## src/rtl/fetch_pc_gen_pkg.sv

```systemverilog
// Shared definitions for the fetch PC generator: FSM state encoding,
// fetch geometry constants and an alignment helper.
package fetch_pc_gen_pkg;

    typedef enum logic [1:0] {
        BOOT = 2'd0,
        RUN  = 2'd1,
        HALT = 2'd2
    } state_e;

    // A fetch group is two 4-byte instruction slots.
    localparam logic [31:0] FETCH_GROUP_BYTES = 32'd8;
    localparam logic [31:0] INSTR_BYTES       = 32'd4;

    // A fetch target is legal only when it sits on a 4-byte boundary.
    function automatic logic is_word_aligned(input logic [31:0] addr);
        return (addr[1:0] == 2'b00);
    endfunction

endpackage

```

## src/rtl/fetch_pc_gen_kogge_stone.sv

```systemverilog
// Parallel-prefix (Kogge-Stone) adder/subtractor. With sub_en_i=1 it
// returns in0_i - in1_i; otherwise in0_i + in1_i, both modulo 2^W.
module fetch_pc_gen_kogge_stone #(
    parameter int W = 32
) (
    input  logic [W-1:0] in0_i,
    input  logic [W-1:0] in1_i,
    input  logic         sub_en_i,
    output logic [W-1:0] sum_o
);

    // Only carries into bits 1..W-1 are needed, so the prefix tree spans W-1 bits.
    localparam int WC  = W - 1;
    localparam int LVL = $clog2(WC);

    logic [W-1:0]  b_s;
    logic [W-1:0]  p_all_s;
    logic [WC-1:0] g_s [0:LVL];
    logic [WC-1:0] p_s [0:LVL];
    logic [W-1:0]  c_s;

    // Operand conditioning, prefix tree of generate/propagate pairs, final sum.
    always_comb begin
        b_s     = in1_i ^ {W{sub_en_i}};
        p_all_s = in0_i ^ b_s;
        g_s[0]  = in0_i[WC-1:0] & b_s[WC-1:0];
        p_s[0]  = p_all_s[WC-1:0];
        // Fold the carry-in into bit 0 so every group generate includes it.
        g_s[0][0] = g_s[0][0] | (p_all_s[0] & sub_en_i);
        for (int k = 0; k < LVL; k++) begin
            for (int i = 0; i < WC; i++) begin
                if (i >= (1 << k)) begin
                    g_s[k+1][i] = g_s[k][i] | (p_s[k][i] & g_s[k][i - (1 << k)]);
                    p_s[k+1][i] = p_s[k][i] & p_s[k][i - (1 << k)];
                end else begin
                    g_s[k+1][i] = g_s[k][i];
                    p_s[k+1][i] = p_s[k][i];
                end
            end
        end
        c_s   = {g_s[LVL], sub_en_i};
        sum_o = p_all_s ^ c_s;
    end

endmodule

```

## src/rtl/fetch_pc_gen.sv

```systemverilog
// Fetch PC generator: sequences the instruction-fetch address through
// 8-byte groups, applies branch/jump redirects with one cycle of latency,
// traps misaligned redirect targets into HALT and reports them.
module fetch_pc_gen
    import fetch_pc_gen_pkg::*;
#(
    parameter logic [31:0] RESET_PC = 32'h0000_0000
) (
    input  logic        clk,
    input  logic        rst_n,
    input  logic        redirect_valid,
    input  logic [31:0] redirect_target,
    input  logic        halt_req,
    input  logic        fetch_ready,
    output logic        fetch_valid,
    output logic [31:0] fetch_pc,
    output logic        fetch_slot1_valid,
    output logic [31:0] fetch_pc_plus4,
    output logic        exc_misalign,
    output logic [31:0] exc_addr
);

    state_e      state_q, state_d;
    logic [31:0] pc_q, pc_d;
    logic        exc_q, exc_d;
    logic [31:0] exc_addr_q, exc_addr_d;

    logic [31:0] seq_step_s;
    logic [31:0] pc_seq_s;
    logic [31:0] pc_plus4_s;
    logic        fetch_valid_s;
    logic        handshake_s;
    logic        redirect_ok_s;
    logic        redirect_bad_s;

    // Step to the next group boundary: +4 from the upper slot, +8 from the lower.
    always_comb begin
        if (pc_q[2]) begin
            seq_step_s = INSTR_BYTES;
        end else begin
            seq_step_s = FETCH_GROUP_BYTES;
        end
    end

    fetch_pc_gen_kogge_stone #(.W(32)) u_seq_add (
        .in0_i    (pc_q),
        .in1_i    (seq_step_s),
        .sub_en_i (1'b0),
        .sum_o    (pc_seq_s)
    );

    fetch_pc_gen_kogge_stone #(.W(32)) u_plus4_add (
        .in0_i    (pc_q),
        .in1_i    (INSTR_BYTES),
        .sub_en_i (1'b0),
        .sum_o    (pc_plus4_s)
    );

    // State, PC and exception registers with synchronous active-low reset.
    always_ff @(posedge clk) begin
        if (!rst_n) begin
            state_q    <= BOOT;
            pc_q       <= RESET_PC;
            exc_q      <= 1'b0;
            exc_addr_q <= 32'h0000_0000;
        end else begin
            state_q    <= state_d;
            pc_q       <= pc_d;
            exc_q      <= exc_d;
            exc_addr_q <= exc_addr_d;
        end
    end

    // Next-state logic: redirects beat sequential advance; bad targets trap to HALT.
    always_comb begin
        state_d        = state_q;
        pc_d           = pc_q;
        exc_d          = 1'b0;
        exc_addr_d     = exc_addr_q;
        handshake_s    = fetch_valid_s & fetch_ready;
        redirect_ok_s  = redirect_valid & is_word_aligned(redirect_target);
        redirect_bad_s = redirect_valid & ~is_word_aligned(redirect_target);

        if (redirect_bad_s) begin
            exc_d      = 1'b1;
            exc_addr_d = redirect_target;
        end else begin
            exc_d      = 1'b0;
            exc_addr_d = exc_addr_q;
        end

        case (state_q)
            BOOT: begin
                if (redirect_bad_s) begin
                    state_d = HALT;
                end else if (redirect_ok_s) begin
                    pc_d    = redirect_target;
                    state_d = RUN;
                end else begin
                    state_d = RUN;
                end
            end
            RUN: begin
                if (redirect_bad_s) begin
                    state_d = HALT;
                end else begin
                    if (redirect_ok_s) begin
                        pc_d = redirect_target;
                    end else if (handshake_s) begin
                        pc_d = pc_seq_s;
                    end else begin
                        pc_d = pc_q;
                    end
                    if (halt_req) begin
                        state_d = HALT;
                    end else begin
                        state_d = RUN;
                    end
                end
            end
            HALT: begin
                if (redirect_ok_s) begin
                    pc_d = redirect_target;
                    if (halt_req) begin
                        state_d = HALT;
                    end else begin
                        state_d = RUN;
                    end
                end else begin
                    state_d = HALT;
                end
            end
            default: begin
                state_d = BOOT;
                pc_d    = pc_q;
            end
        endcase
    end

    // Output decode: requests are presented only in RUN.
    always_comb begin
        case (state_q)
            RUN:     fetch_valid_s = 1'b1;
            default: fetch_valid_s = 1'b0;
        endcase
        fetch_valid       = fetch_valid_s;
        fetch_pc          = pc_q;
        fetch_slot1_valid = ~pc_q[2] & fetch_valid_s;
        fetch_pc_plus4    = pc_plus4_s;
        exc_misalign      = exc_q;
        exc_addr          = exc_addr_q;
    end

endmodule

```

## config.mk

```make
export PLATFORM = sky130hd
export DESIGN_NAME = fetch_pc_gen
export DESIGN_NICKNAME = d
export VERILOG_FILES = /design/src/rtl/fetch_pc_gen_pkg.sv /design/src/rtl/fetch_pc_gen_kogge_stone.sv /design/src/rtl/fetch_pc_gen.sv
export SDC_FILE = /design/constraint.sdc
export NUM_CORES = 1
export LEC_CHECK = 0
export ABC_CLOCK_PERIOD_IN_PS = 2700
export CAP_MARGIN = 20
export CORE_ASPECT_RATIO = 0.6
export CORE_MARGIN = 2
export CORE_UTILIZATION = 46
export CTS_CLUSTER_DIAMETER = 30
export DETAILED_ROUTE_END_ITERATION = 6
export PLACE_DENSITY = 0.86
export REMOVE_ABC_BUFFERS = 1
export SYNTH_ARGS = -nofsm -noshare
export SYNTH_HDL_FRONTEND = slang
export SYNTH_SLANG_ARGS = --single-unit
```

## constraint.sdc

```tcl
create_clock -name clk -period 2.7 [get_ports clk]
set_input_delay 0.405 -clock clk [delete_from_list [all_inputs] [get_ports clk]]
set_output_delay 0.405 -clock clk [all_outputs]
set_load 0.02 [all_outputs]
```

==> results.json <==
{
  "status": "complete, no violations",
  "cts_root_buf": "clkbuf_16",
  "grt_max_degree": 36,
  "drc_errors": 0,
  "cp.arrival_ns": 2.22,
  "grt_pass1_vias": 4362,
  "synth_edf_count": 0,
  "reg2reg_slack_ns": 0.41,
  "cts_num_sinks": 67,
  "r2r_start": "fetch_pc[2]$_SDFFE_PN0P_",
  "post-route-period-util_pct": 97.1,
  "hold_class": "reg -> reg",
  "tightest_slew_ns": 1.11,
  "synthDistinctLibCells": 57,
  "min_from": "exc_addr[10]$_SDFFE_PN0P_",
  "insertedDiodeCount": 0,
  "vias_per_cell": 6.01,
  "worstSetupPathType": "reg -> out",
  "htreeDepth": 3,
  "insertion_delay_ns": 0.34,
  "dieArea_mm2": 0.00924,
  "gp_congestion": 1.01,
  "numCtsBuffers": 9,
  "cp_max_fo": 4,
  "synth_cells": 523,
  "vias": 4744,
  "synth-seq-cells": 67,
  "syn_area_per_cell_um2": 7.44,
  "peakVddDrop_mv": 0.334,
  "reg2reg_to": "fetch_pc[23]$_SDFFE_PN0P_",
  "track_usage_pct": 32.5,
  "worstHoldEndpoint": "exc_addr[10]$_SDFFE_PN0P_",
  "worst_slack_ns": 0.0783,
  "first_pass_iters": 5,
  "drive_gt1_share_pct": 16.9,
  "crit_path_start_kind": "register",
  "ys_seq_area_share_pct": 34.4,
  "die_w_um": 123,
  "antenna_found_initial": 0,
  "p_leak_nw": 2.39,
  "drt-initial-drc-count": 492,
  "cp-end-kind": "primary output",
  "tns_ns": 0,
  "dp_slack_ns": -0.0463,
  "drv_cap": 0,
  "place_inst": 773,
  "min_path_cells": 2,
  "ant_nets": 0,
  "ys_warn_count": 0,
  "ys.flop_type": "dfxtp_1",
  "port_buffers": 135,
  "fin_cells": 790,
  "netlist_area_mm2": 0.00389,
  "rsz0062_at_grt": "false",
  "synthArstFlopShare_pct": 0,
  "crit_start": "fetch_pc[4]$_SDFFE_PN0P_",
  "syn2layout_area_growth_pct": 52.8,
  "multi_input_area_mm2": 0.00239,
  "wl_um": 15000,
  "slew_headroom_pct": 25.7,
  "rows": 25,
  "wl_per_cell_um": 19.0,
  "p_per_area_mw_per_mm2": 498,
  "clock_path_buffers": 2,
  "finalCriticalPeriod_ns": 2.62,
  "core_area_mm2": 0.00804,
  "finalHoldViolCount": 0,
  "seq_area_mm2": 0.00135,
  "setup_violations": 0,
  "required_ns": 2.30,
  "fmax_mhz": 381,
  "grt-ovfl-total": 0,
  "cts_tree": "yes",
  "start_util_pct": 48.4,
  "die_h_um": 75.3,
  "dp_hpwl_um": 11100,
  "fillers": 608,
  "grt_first_pass_wirelength_um": 22900,
  "io_pins": 136,
  "fin_nets": 717,
  "slew_violations": 0,
  "r2r.worst_path.cells": 8,
  "clkTransAtPathRegs_ns": 0.06,
  "finalPower_w": 0.00296,
  "fin_skew_ns": 0.00400
}
==> what timing repair did <==
action                     in CTS  in global routing
hold buffers                    0                  0
setup buffers                   1                  0
pin swaps                       1                  5
gates resized for setup        43                 32
setup endpoints to repair      20                 17
==> stage by stage <==
stage / utilization [%] / cell area, um^2 / hold slack, ns
after floorplan: - / 3660 / 0.521
after global placement: 69.7 / 5600 / 0.441
after detailed placement: 69.7 / 5600 / 0.447
after CTS: 73.5 / 5910 / 0.454
after global routing: 74.0 / 5950 / 0.478
final: 74.0 / 5950 / 0.453
==> metal layers <==
layer  track usage (%)  vias to the layer above  routed length [um]
li1                  -                     2155                   -
met1              45.3                     2209                6470
met2              47.2                      333                6070
met3              12.1                       47                2140
met4              9.20                        0                 295
met5                 0                        -                   0
==> layout make-up <==
type,count,share of cell area (%)
well taps,108,2.27
inverters,7,0.442
multi-input cells,400,40.1
clock inverters,5,0.883
flip-flops and latches,67,22.6
repair buffers,192,29.5
clock buffers,11,4.08
==> power breakdown <==
group / internal, W / switching [W] / total (W)
clock: 0.000735 / 0.000444 / 0.00118
combinational: 0.000308 / 0.000379 / 0.000686
sequential: 0.00105 / 0.0000536 / 0.00110
==> critical path, stage by stage (launching register included) <==
cell and delay (ns):
dfxtp_2 0.37, ha_4 0.14, nand4_1 0.18, nor3_2 0.28, nand3_1 0.24, nor3_2 0.20
xnor2_1 0.13, dlygate4sd2_1 0.34
==> worst max path at each step <==
stage,to,slack [ns],depth (start not counted)
2_1_floorplan,fetch_pc_plus4[17],0.11,5
3_3_place_gp,fetch_pc_plus4[30],0.04,7
3_5_place_dp,fetch_pc_plus4[24],-0.05,8
4_1_cts,fetch_pc_plus4[17],-0.0004,9
5_1_grt,fetch_pc_plus4[25],0.01,7
6_report,fetch_pc_plus4[25],0.08,7
==> cell families after synthesis <==
| kind of cell | count (synthesis) | synth area share (%) |
|---|---|---|
| xor+xnor | 29 | 6.52 |
| flops | 67 | 34.4 |
| buf+inv | 56 | 6.56 |
| fa+ha+maj | 3 | 0.964 |
| compound gates | 121 | 19.5 |
| simple gates | 245 | 31.5 |
| mux | 2 | 0.514 |
==> Yosys cell counts, types with 3 or more instances <==
cell | instances | area, um^2
nor4_1 | 7 | 43.8
o21ai_0 | 21 | 105
and4_1 | 6 | 52.6
ha_1 | 3 | 37.5
o22ai_1 | 4 | 25.0
o21ai_1 | 3 | 15.0
nor3_1 | 22 | 110
and3_1 | 8 | 50.1
o21a_1 | 3 | 22.5
a311oi_1 | 4 | 35.0
clkbuf_1 | 19 | 71.3
a22oi_1 | 9 | 67.6
a21oi_1 | 45 | 225
xnor2_1 | 11 | 96.3
nand2b_1 | 3 | 18.8
xor2_1 | 18 | 158
a22o_1 | 3 | 26.3
inv_1 | 5 | 18.8
nor2_1 | 41 | 154
o211ai_1 | 3 | 22.5
o31ai_1 | 3 | 22.5
nor2b_1 | 3 | 18.8
a31oi_1 | 5 | 31.3
dfxtp_1 | 67 | 1340
buf_4 | 3 | 22.5
buf_2 | 27 | 135
nand3_1 | 21 | 105
nand2_1 | 101 | 379
nand4_1 | 13 | 81.3
or3_1 | 4 | 25.0
==> cells in the final DEF (no fill, tap or decap), types with 4 or more instances in the layout <==
master | synthesis | final
nor2_1 | 41 | 39
nor3_2 | 1 | 6
nand3_2 | 1 | 4
clkbuf_2 | 0 | 5
nor3_1 | 22 | 17
dlygate4sd2_1 | 0 | 8
and4_1 | 6 | 5
clkdlybuf4s50_1 | 0 | 114
inv_1 | 5 | 5
and3_1 | 8 | 8
o21ai_0 | 21 | 21
clkbuf_16 | 0 | 9
buf_4 | 3 | 56
xnor2_1 | 11 | 10
o22ai_1 | 4 | 4
nand4_1 | 13 | 13
a31oi_1 | 5 | 5
a22oi_1 | 9 | 9
or3_1 | 4 | 4
dfxtp_1 | 67 | 64
nor4_1 | 7 | 5
nand3_1 | 21 | 18
a311oi_1 | 4 | 4
xor2_1 | 18 | 18
nand2_1 | 101 | 101
a21oi_1 | 45 | 45
==> flip-flops by register name (all words and copies together) (netlist names) <==
name and flops:
exc_addr 32, exc_misalign 1, fetch_pc 32, state_q 2
Power figures use the tool's default switching activity.
==> variant 1 (same settings) <==
Make the reset (`rst_n`) asynchronous in one clocked block. Comments in the files are not updated.
--- a/src/rtl/fetch_pc_gen.sv
+++ b/src/rtl/fetch_pc_gen.sv
@@ -59,3 +59,3 @@
     // State, PC and exception registers with synchronous active-low reset.
-    always_ff @(posedge clk) begin
+    always_ff @(posedge clk or negedge rst_n) begin
         if (!rst_n) begin
Function: differs if rst_n is asserted again (counterexample within 4 cycles, from zero or initial values and one cycle with rst_n low); with rst_n held inactive, the same outputs for 4 cycles.
==> variant 1 against the original RTL <==
Area after synthesis grew 11%; setup slack gained 72 ps; cell area increased by 5.4%; critical endpoint is now fetch_pc_plus4[29]; routed wire length increased by 3.0%; sequential cell count stayed put; highest routed layer unchanged.
Power is not compared: it rests on default switching activity, and its combinational part moved more than twofold at a synthesized area within 25%.
==> variant 1: results (changes against the original RTL) <==
clock latency at the later pin of the worst-skew pair 340 ps (about the same); sequential power 1.75 mW; clock skew 4.10 ps (+0.0989 ps); first-pass GRT wire length 23600 um (+3.3%); Root Driver clkbuf_16; peak fanout along the critical path 6 (+2); largest net degree at the start of global routing 38 (+5.6%); Synth Area in Compound Gates 0.161 (-0.0338); XOR/XNOR share of the synthesized area 0.0590 (-0.00625); syn_area_per_cell 9.63 um^2 (+29%); Ant. Diodes 0 (unchanged); library cells used by synthesis 62 (+8.8%); CP max-delay cell dfrtp_1; most frequent cells after synthesis 67 x dfrtp_1, 34 x nand2_1, 26 x mux2_2; total detailed-routing wirelength 15400 um (+3.0%); final net count 650 (-9.3%); worst path arrival time 2140 ps (-80 ps); status complete, no violations; IO Port Bufs 135 (unchanged); post-synthesis adder-cell area fraction 0.00872 (-0.000924); routed len/inst 21.1 um (+11%); Worst-path clk slew 60 ps (about the same); Pre-Repair DR Iteration Count 5 (unchanged); clock buffer depth 2 (unchanged); Flop pwr share 0.261; Primary FF master, synth dfrtp_1; ys async rst share 1.00 (+1.00); Ys Warns 0 (unchanged); Worst Tran Pin Value 823 ps (-290 ps); Logic pwr share 0.562; HP Class in -> async; Global Route Usage Sum 0.307 (-0.0183); fillers 704 (+16%); Final GP Congestion 0.918 (-9.1%); peak supply drop 748 uV; family with the most delay on the worst path simple AND/OR/NAND/NOR gates; DRC marker count from the first detailed-route iteration 445 (-9.6%); register area share after synthesis 0.389 (+0.0448); final HPWL from detailed placement 11400 um (+3.0%); multiplexer share of the synthesized area 0.0680 (+0.0628); Vias 4514 (-4.8%); Switch Pwr 3.03 mW; total CTS buffers 9 (unchanged); placed cells 713 (-7.8%); Area contributors post-synth dfrtp_1 39%, mux2_2 6.8%, xnor2_1 4.9%; initial antenna violation count 0 (unchanged); Pleak 2.52 nW; vias in the first global route 4245 (-2.7%); H-tree levels 3 (unchanged); layout cells sized above 1 0.228 (+0.0590); # DRC 0 (unchanged); CP peak stage delay 380 ps
[variant 1: final timing paths]
path                              from                  to  slack, ps  depth (start not counted)
setup / recovery           fetch_pc[3]  fetch_pc_plus4[29]        150                          7
hold / removal                   rst_n        exc_addr[12]         60                          1
setup reg to reg           fetch_pc[2]        fetch_pc[23]        380                          7
hold reg to reg            exc_addr[1]         exc_addr[1]        490                          2
max in group asynchronous        rst_n        fetch_pc[15]       1820                          2
min in group clk           exc_addr[1]         exc_addr[1]        490                          2
[variant 1: metrics by stage]
step           hold slack, ps  area, um^2  setup slack, ps
5_1_grt                   108        6270             7.45
3_5_place_dp              440        5930            -74.9
6_report                 63.8        6270              150
3_3_place_gp              431        5930            -44.0
4_1_cts                  76.8        6270             52.6
2_1_floorplan             109        4000              360
[variant 1: final cells by class]
cell class,instances,area (um^2),share of cell area
well taps,116,145,0.0232
repair buffers,193,1760,0.281
multi-input cells,326,2330,0.372
inverters,13,48.8,0.00778
flip-flops and latches,67,1690,0.269
clock buffers,9,225,0.0359
clock inverters,7,68.8,0.0110
[variant 1: layer usage]
metal  up-vias  GRT usage  share of wire
li1       1994          -              -
met5         -          0              0
met3        26     0.0829           0.10
met1      2201      0.453           0.47
met4         0     0.0761          0.014
met2       293      0.446           0.42
[variant 1: what timing repair did]
item                       CTS  global route
setup endpoints to repair   21             5
pin swaps                    2             1
resized for setup           37             7
buffers inserted             1             1
[variant 1: kinds of logic (layout without fill, tap and decap cells)]
family / after synthesis / after routing
buf+inv: 54 / 222
xor+xnor: 29 / 29
compound gates: 100 / 100
fa+ha+maj: 3 / 3
flops: 67 / 67
mux: 26 / 26
simple gates: 168 / 168
==> variant 2 (same flow settings) <==
Made on the original files. The 3 states of `state_e` get a one-hot encoding in 3 bits.
--- a/src/rtl/fetch_pc_gen_pkg.sv
+++ b/src/rtl/fetch_pc_gen_pkg.sv
@@ -4,6 +4,6 @@
 
-    typedef enum logic [1:0] {
-        BOOT = 2'd0,
-        RUN  = 2'd1,
-        HALT = 2'd2
+    typedef enum logic [2:0] {
+        BOOT = 3'b001,
+        RUN  = 3'b010,
+        HALT = 3'b100
     } state_e;
Formal check against the unedited RTL: same outputs for any inputs over 4 cycles, from zero or initial values and one cycle with rst_n low; so few cycles prove little.
==> variant 2 against the original RTL <==
Sequential power rose by 11%; cell area up 0.25%; cell count grew 1.0%; synthesized cell count decreased by 2.1%; sequential share of layout area is 0.19 points higher; setup slack lost 12 ps; routed wire length fell by 5.0%; area after synthesis up 0.71%; first-iteration DRC count fell by 21%; non-clock buffer count increased by 8; power up 19%; sequential cell count increased by 1; fmax shrank 0.47%; register-to-register slack worse by 80 ps; critical path type unchanged; highest routed layer unchanged.
==> variant 2: results (changes against the original RTL) <==
DRC marker count from the first detailed-route iteration 388 (-21%); Worst Tran Pin Value 534 ps (-579 ps); Pre-Repair DR Iteration Count 7 (+2); worst r2r dst fetch_pc[30]; final setup margin 65.9 ps (-12.4 ps); peak supply drop 447 uV (+34%); largest net degree at the start of global routing 33 (-8.3%); layout cells sized above 1 0.172 (+0.00339); Vias 4595 (-3.1%); final net count 721 (+0.56%); Global Route Usage Sum 0.307 (-0.0179); peak fanout along the critical path 5 (+1); Placed Instance Area 5710 um^2 (+2.0%); Ys Warns 0 (unchanged); Final GP Congestion 0.949 (-6.0%); post-DR vias/cell 5.76 (-4.1%); family with the most delay on the worst path simple AND/OR/NAND/NOR gates; library cells used by synthesis 65 (+14%); Pleak 2.43 nW (+1.5%); placed cells 782 (+1.2%); final HPWL from detailed placement 10500 um (-5.0%); register area share after synthesis 0.347 (+0.00269); worst hold margin 453 ps (+0.415 ps); status complete, no violations; CP peak stage delay 640 ps (+270 ps); Worst Hold Launch exc_addr[19]; routed len/inst 17.8 um (-5.9%); fillers 677 (+11%); CP max-delay cell or4_1; vias in the first global route 4151 (-4.8%); clock skew 6.02 ps (+2.01 ps); worst path arrival time 2230 ps; most frequent cells after synthesis 106 x nand2_1, 68 x dfxtp_1, 55 x a21oi_1; Worst Hold Path Cells 2 (unchanged); syn_area_per_cell 7.66 um^2 (+2.9%); DP Worst Slack -30.3 ps (+16.0 ps); Hold Path End exc_addr[19]; Area contributors post-synth dfxtp_1 35%, nand2_1 10%, a21oi_1 7.0%; flop-to-flop setup slack 330 ps (-80 ps); first-pass GRT wire length 21800 um (-4.7%); Worst-path clk slew 50 ps
[variant 2: cell count changes after synthesis, moves of 6 or more]
cell / before / now
buf_2: 27 / 18
a22oi_1: 9 / 3
nand3_1: 21 / 11
nor3_1: 22 / 10
a21oi_1: 45 / 55
[variant 2: worst max path at each step]
stage / from / end / cells past startpoint
6_report: fetch_pc[26] / fetch_pc_plus4[29] / 5
2_1_floorplan: state_q[1] / fetch_pc[6] / 6
3_5_place_dp: fetch_pc[3] / fetch_pc_plus4[21] / 8
3_3_place_gp: fetch_pc[3] / fetch_pc_plus4[21] / 8
5_1_grt: fetch_pc[4] / fetch_pc_plus4[21] / 8
4_1_cts: fetch_pc[3] / fetch_pc_plus4[21] / 8
[variant 2: cell families after synthesis]
group,count (synthesis),synth area share
AOI/OAI and AO/OA,135,0.222
xor gates and xnor gates,31,0.0692
adders and majority gates,3,0.00957
buffers and inverters,48,0.0606
DFF,68,0.347
and+or+nand+nor,227,0.291
[variant 2: cell type report]
| type | count | area (um^2) | area share |
|---|---|---|---|
| Clock buffer | 14 | 254 | 0.0426 |
| Clock inverter | 2 | 10.0 | 0.00168 |
| Inverter | 6 | 22.5 | 0.00378 |
| Multi-Input combinational cell | 396 | 2370 | 0.397 |
| Sequential cell | 68 | 1360 | 0.228 |
| Tap cell | 112 | 140 | 0.0235 |
| Timing Repair Buffer | 200 | 1810 | 0.303 |
[variant 2: routing by layer]
layer | wire, um | global-route usage | part of all wire | vias up
met5 | 0 | 0 | 0 | -
met2 | 6070 | 0.467 | 0.43 | 269
li1 | - | - | - | 2150
met3 | 1580 | 0.0973 | 0.11 | 23
met4 | 188 | 0.0947 | 0.013 | 0
met1 | 6390 | 0.420 | 0.45 | 2153
[variant 2: what timing repair did]
item | CTS | global route
gates resized for setup | 28 | 24
buffers inserted | 0 | 0
endpoints found under the setup margin | 21 | 13
[variant 2: power breakdown]
| group | switching [mW] | internal (mW) | leakage, nW | total (mW) |
|---|---|---|---|---|
| Combinational | 0.689 | 0.553 | 1.74 | 1.24 |
| Clock | 0.432 | 0.644 | 0.131 | 1.08 |
| Sequential | 0.109 | 1.11 | 0.556 | 1.22 |
| Total | 1.23 | 2.30 | 2.43 | 3.54 |
[variant 2: worst register-to-register path: stages (launching register included)]
cell       delay [ps]
dfxtp_1           380
buf_4             160
inv_1              60
ha_1              210
or2_2             360
nand4_1           340
nor2_1            120
a31o_2            280
a2111oi_2         360
